$ cat src/rtl/nibble_serial_accumulator.sv
// -----------------------------------------------------------------------------
// nibble_serial_accumulator
//
// Slice-serial multiply-accumulate stage. It sits after an 8:1 slice mux. The
// block drives the mux select to walk the activation slices in order, least
// significant first. Each selected INPUT_WIDTH-bit slice is multiplied by a
// multiplicand latched at start, shifted to its slice position and added into
// a wide accumulator. The number of slices (0..7) is chosen per operation.
// With accumulate=1 the accumulator starts from the previous result, so a
// series of operations can build up a dot product.
//
// Ports
//   clk         in   rising-edge clock
//   rst_n       in   asynchronous active-low reset
//   start       in   request a new operation (only sampled in IDLE)
//   num_slices  in   number of slices to process, 0..7 (latched at start)
//   accumulate  in   1: seed from the current result, 0: seed from zero
//   op_b        in   unsigned multiplicand (latched at start)
//   sel         out  slice index sent to the mux select
//   nib_in      in   selected slice from the mux, used in the same cycle
//   busy        out  high while slices are being consumed (RUN)
//   done        out  one-cycle pulse; result is final while it is high
//   result      out  unsigned accumulated result, modulo 2^ACC_WIDTH
//
// Handshake: start is a level request. It is only accepted in IDLE, with no
// queuing. A start that arrives in RUN or DONE is dropped, and so is a start
// in the cycle that leaves DONE. A held start therefore launches a new
// operation once the block is back in IDLE. done is a pulse, not a level.
// result stays valid from done until the next completion.
// -----------------------------------------------------------------------------
module nibble_serial_accumulator #(
    parameter int INPUT_WIDTH = 4,
    parameter int IDX_WIDTH   = 3,
    parameter int OPB_WIDTH   = 8,
    parameter int ACC_WIDTH   = 48
) (
    input  logic                   clk,
    input  logic                   rst_n,
    input  logic                   start,
    input  logic [IDX_WIDTH-1:0]   num_slices,
    input  logic                   accumulate,
    input  logic [OPB_WIDTH-1:0]   op_b,
    output logic [IDX_WIDTH-1:0]   sel,
    input  logic [INPUT_WIDTH-1:0] nib_in,
    output logic                   busy,
    output logic                   done,
    output logic [ACC_WIDTH-1:0]   result
);

    localparam int PROD_WIDTH = INPUT_WIDTH + OPB_WIDTH;

    localparam logic [1:0] ST_IDLE = 2'd0;
    localparam logic [1:0] ST_RUN  = 2'd1;
    localparam logic [1:0] ST_DONE = 2'd2;

    // -------------------------------------------------------------------------
    // State and datapath registers
    // -------------------------------------------------------------------------
    logic [1:0]             state_q,  state_d;
    logic [IDX_WIDTH-1:0]   sel_q,    sel_d;
    logic [IDX_WIDTH-1:0]   num_q,    num_d;
    logic [OPB_WIDTH-1:0]   op_b_q,   op_b_d;
    logic [ACC_WIDTH-1:0]   acc_q,    acc_d;
    logic [ACC_WIDTH-1:0]   result_q, result_d;

    // -------------------------------------------------------------------------
    // Slice product, aligned to the slice position
    // -------------------------------------------------------------------------
    logic [PROD_WIDTH-1:0] product;
    logic [ACC_WIDTH-1:0]  product_ext;
    logic [31:0]           shift_amt;
    logic [ACC_WIDTH-1:0]  slice_term;
    logic [ACC_WIDTH-1:0]  acc_sum;
    logic [ACC_WIDTH-1:0]  seed;
    logic                  last_slice;

    always_comb begin
        product     = PROD_WIDTH'(nib_in) * PROD_WIDTH'(op_b_q);
        product_ext = ACC_WIDTH'(product);
        shift_amt   = 32'(sel_q) * 32'(INPUT_WIDTH);
        // Any bits shifted past the top of the accumulator are lost. This is
        // the modulo 2^ACC_WIDTH behaviour the result is defined to have.
        slice_term  = product_ext << shift_amt;
        acc_sum     = acc_q + slice_term;
        seed        = accumulate ? result_q : '0;
        // num_q is never 0 in RUN, so num_q-1 does not wrap there.
        last_slice  = (sel_q == (num_q - IDX_WIDTH'(1)));
    end

    // -------------------------------------------------------------------------
    // Next-state logic
    // -------------------------------------------------------------------------
    always_comb begin
        state_d  = state_q;
        sel_d    = sel_q;
        num_d    = num_q;
        op_b_d   = op_b_q;
        acc_d    = acc_q;
        result_d = result_q;

        case (state_q)
            ST_IDLE: begin
                sel_d = '0;
                if (start) begin
                    num_d  = num_slices;
                    op_b_d = op_b;
                    acc_d  = seed;
                    if (num_slices == '0) begin
                        // Zero-length operation: nothing to read, so the
                        // seed itself becomes the result right away.
                        result_d = seed;
                        state_d  = ST_DONE;
                    end else begin
                        state_d = ST_RUN;
                    end
                end
            end

            ST_RUN: begin
                acc_d = acc_sum;
                if (last_slice) begin
                    // Publish the total that includes this final slice, and
                    // park sel at 0 so the index never reaches 7.
                    result_d = acc_sum;
                    sel_d    = '0;
                    state_d  = ST_DONE;
                end else begin
                    sel_d = sel_q + IDX_WIDTH'(1);
                end
            end

            ST_DONE: begin
                // Start is ignored here, even when it stays high.
                sel_d   = '0;
                state_d = ST_IDLE;
            end

            default: begin
                sel_d   = '0;
                state_d = ST_IDLE;
            end
        endcase
    end

    // -------------------------------------------------------------------------
    // Registers
    // -------------------------------------------------------------------------
    always_ff @(posedge clk or negedge rst_n) begin
        if (!rst_n) begin
            state_q  <= ST_IDLE;
            sel_q    <= '0;
            num_q    <= '0;
            op_b_q   <= '0;
            acc_q    <= '0;
            result_q <= '0;
        end else begin
            state_q  <= state_d;
            sel_q    <= sel_d;
            num_q    <= num_d;
            op_b_q   <= op_b_d;
            acc_q    <= acc_d;
            result_q <= result_d;
        end
    end

    // -------------------------------------------------------------------------
    // Outputs
    // -------------------------------------------------------------------------
    assign sel    = sel_q;
    assign busy   = (state_q == ST_RUN);
    assign done   = (state_q == ST_DONE);
    assign result = result_q;

endmodule

$ cat config.mk
export PLATFORM = sky130hd
export DESIGN_NAME = nibble_serial_accumulator
export DESIGN_NICKNAME = d
export VERILOG_FILES = /design/src/rtl/nibble_serial_accumulator.sv
export SDC_FILE = /design/constraint.sdc
export NUM_CORES = 1
export LEC_CHECK = 0
export ABC_CLOCK_PERIOD_IN_PS = 9850
export CAP_MARGIN = 10
export CORE_ASPECT_RATIO = 1.1
export CORE_MARGIN = 3
export CORE_UTILIZATION = 35
export CTS_BUF_LIST = sky130_fd_sc_hd__clkbuf_16
export DETAILED_ROUTE_END_ITERATION = 10
export PLACE_DENSITY_LB_ADDON = 0.15
export SLEW_MARGIN = 20
export SYNTH_ARGS = -nofsm -noshare
export SYNTH_HDL_FRONTEND = slang
export SYNTH_SLANG_ARGS = --single-unit
$ cat constraint.sdc
create_clock -name clk -period 9.85 [get_ports clk]
set_clock_uncertainty 0.05 [all_clocks]
set_input_delay 1.97 -clock clk [delete_from_list [all_inputs] [get_ports clk]]
set_output_delay 1.97 -clock clk [all_outputs]
set_load 0.05 [all_outputs]
==> out/qor.csv <==
metric,value,unit
number of enable flip-flop cells after synthesis,0,
vias in the first global route,7516,
Die W,154.4,µm
Synthesized Nets,1097,
DIE AREA,26120,µm²
"Distinct cells, synth",69,
clk root buf,clkbuf_16,
setup TNS,0,ns
Detailed Route WL,26390,µm
Residual DRC,0,
Mean Syn Cell Area,8.415,µm²
Final Setup Violations,0,
Final Cycle Share,92.04,%
CP arrival,9.28,ns
clk slew on worst S/H paths,0.09,ns
PD cells,381.2,nW/µm²
CTS Buf Count,9,
Hold WC Path Type,register to register,
Slew HR,26.87,%
final core utilization,40.83,%
insertion delay to the later sink of the worst-skew pair,0.37,ns
status,completed,
fin crit period,9.066,ns
VDD IR max,0.1391,mV
maximum clock frequency,110.3,MHz
top cell type's share of synthesized area,33.07,%
clock buffer depth,2,
final hold violations,0,
"Top FF cell, synth",dfrtp_1,
layout cell share with drive strength beyond 1,4.885,%
critical path type,primary input to register,
initial antenna violation count,0,
DR iter-0 viols,465,
highest routed layer,met4,
met3 WL,990,µm
initial core utilization,35.65,%
static leakage,4.302,nW
Vias per Instance,5.526,
1st-pass router iterations,5,
average wire per standard cell,19.56,µm
number of I/O pins,72,
Final nets,1129,
routed wl met2,12520,µm
Core Region,23770,µm²
hpwl dp,19200,µm
setup repair bufs after CTS,0,
Post-Synthesis Cells,1007,
Synth async-reset ratio,100.0,%
Die Y,169.2,µm
"Design Area, Final",9704,µm²
via count,7455,
Synth area leaders,"dfrtp_1, ha_1, nand2_1",
Sink Count,112,
total global routing overflow,0,
RSZ-0062 raised after global routing,false,
post-synth top area cell,dfrtp_1,
#FFs+latches synth,112,
antenna-violating nets left,0,
Synth-to-Final Area Change,14.51,%
WP data required,10.06,ns
Synth warnings,0,
post-synthesis sequential area ratio,33.07,%
ANT cells,0,
first-pass GRT wire length,42570,µm
CTS tree,done,
critical path startpoint category,primary input,
fin worst setup slack,0.7842,ns
Tot GR Track Use,20.39,%
Least-Margin Pin Slew,1.097,ns
H-tree depth,3,
fin. max-slew vios,0,
crit path max fanout,8,
routability cong.,0.9098,
Placed Area,9393,µm²
Max Cap Viol,0,
placement-stage worst setup slack,0.4499,ns
WL met1,12420,µm
Mapped Area,8474,µm²
quantity of hold-fixing buffers added after cts,0,
PostCTS Resize Cnt,0,
PortBufs,71,
pin count of the biggest net entering global routing,71,
Worst setup EP type,register,
# fillers,2502,
row count,59,
-- through the flow --
| stage | instances | power, mW | hold WS (ns) |
|---|---|---|---|
| detailed placement | 1333 | 3.307 | 0.4322 |
| CTS | 1349 | 3.716 | 0.4527 |
| global placement | 1333 | 3.308 | 0.4258 |
| global route | 1349 | 4.022 | 0.4765 |
| finish | 1349 | 3.700 | 0.4500 |
| floorplan | 1007 | 2.591 | 0.4055 |
-- cells in the final DEF (no fill, tap or decap), drive strengths merged, types with 7 or more instances in the layout --
cell type / count
and2: 33
xor2: 24
nor3: 15
inv: 44
a22o: 16
o22ai: 9
fa: 13
o21ai: 92
clkdlybuf4s50: 70
a221oi: 13
nand4: 9
o21bai: 7
a211oi: 12
a22oi: 9
nand2: 120
and3: 9
o211ai: 11
clkbuf: 9
ha: 58
a21oi: 63
a31oi: 21
mux2: 9
nor2: 87
dfrtp: 112
a21o: 27
o21a: 7
xnor2: 31
buf: 9
nor2b: 15
nand3: 20
-- kinds of logic after synthesis --
logic type                 after synthesis  synth area share, %
DFF                                    112                33.07
xor gates and xnor gates                55                5.684
AOI/OAI and AO/OA                      319                24.58
and+or+nand+nor                        338                18.69
muxes                                   13                1.668
buffers and inverters                   99                4.665
adders and majority gates               71                11.63
-- routing by layer --
metal	vias to the layer above	GRT usage, %
met5	-	0
met4	0	4.800
met3	25	2.958
met2	173	33.85
met1	3585	28.30
li1	3672	-
-- power breakdown --
group	internal [mW]	total, mW	switching (mW)
combinational	0.887	2.55	1.66
clock	0.182	0.391	0.209
sequential	0.607	0.760	0.153
-- final timing paths --
path | slack [ns] | startpoint | endpoint | cells past startpoint
max | 0.78 | nib_in[3] | acc_q[43] | 27
min | 0.45 | acc_q[5] | acc_q[5] | 2
max reg2reg | 2.55 | op_b_q[0] | acc_q[43] | 26
min reg2reg | 0.45 | acc_q[5] | acc_q[5] | 2
max in group asynchronous | 6.86 | rst_n | acc_q[16] | 2
min in group asynchronous | 1.53 | rst_n | op_b_q[3] | 1
-- Yosys cell counts (5+ instances only) --
library cell	count
a211oi_1	12
a21o_1	27
a21oi_1	63
a221oi_1	12
a22o_1	16
a22oi_1	9
a31oi_1	21
and2_1	32
and3_1	9
buf_2	7
clkbuf_1	43
dfrtp_1	112
fa_1	13
ha_1	58
inv_1	39
mux2_2	9
nand2_1	120
nand2b_1	5
nand3_1	20
nand4_1	9
nor2_1	87
nor2b_1	15
nor3_1	15
nor3b_1	5
o211ai_1	11
o21a_1	7
o21ai_0	72
o21ai_1	19
o21bai_1	7
o22ai_1	9
or3_1	5
xnor2_1	31
xor2_1	24
-- state kept, by name, indices dropped and copies added, names as in the netlist --
name and flops:
state_q 2, num_q 3, result 48, sel 3, op_b_q 8, acc_q 48
-- layout make-up --
| type | count | area [µm²] | area share (%) |
|---|---|---|---|
| Clock buffer | 9 | 225.2 | 2.321 |
| Clock inverter | 7 | 80.08 | 0.8252 |
| Inverter | 41 | 153.9 | 1.586 |
| Multi-Input combinational cell | 796 | 5293 | 54.54 |
| Sequential cell | 112 | 2803 | 28.88 |
| Tap cell | 305 | 381.6 | 3.932 |
| Timing Repair Buffer | 79 | 768.2 | 7.916 |
-- worst max-delay path: stages --
cell and delay (ns):
clkdlybuf4s50_1 0.60, nand2_1 0.12, fa_1 0.54, inv_1 0.06, fa_1 0.52, fa_1 0.48, a21o_1 0.20, a21oi_1 0.21
o21bai_1 0.09, a21oi_1 0.22, o21bai_1 0.08, a21oi_1 0.17, xor2_1 0.39, nor2_1 0.11, a211oi_1 0.38, nor3b_1 0.14
ha_1 0.44, and4_1 0.23, and3_1 0.16, nand3_1 0.18, a2111oi_2 0.51, o2111ai_1 0.21, a21oi_1 0.35, a21o_1 0.30
nand2_1 0.14, a21o_1 0.20, a221o_1 0.28
Note: power is estimated with default switching activity, not from simulation.
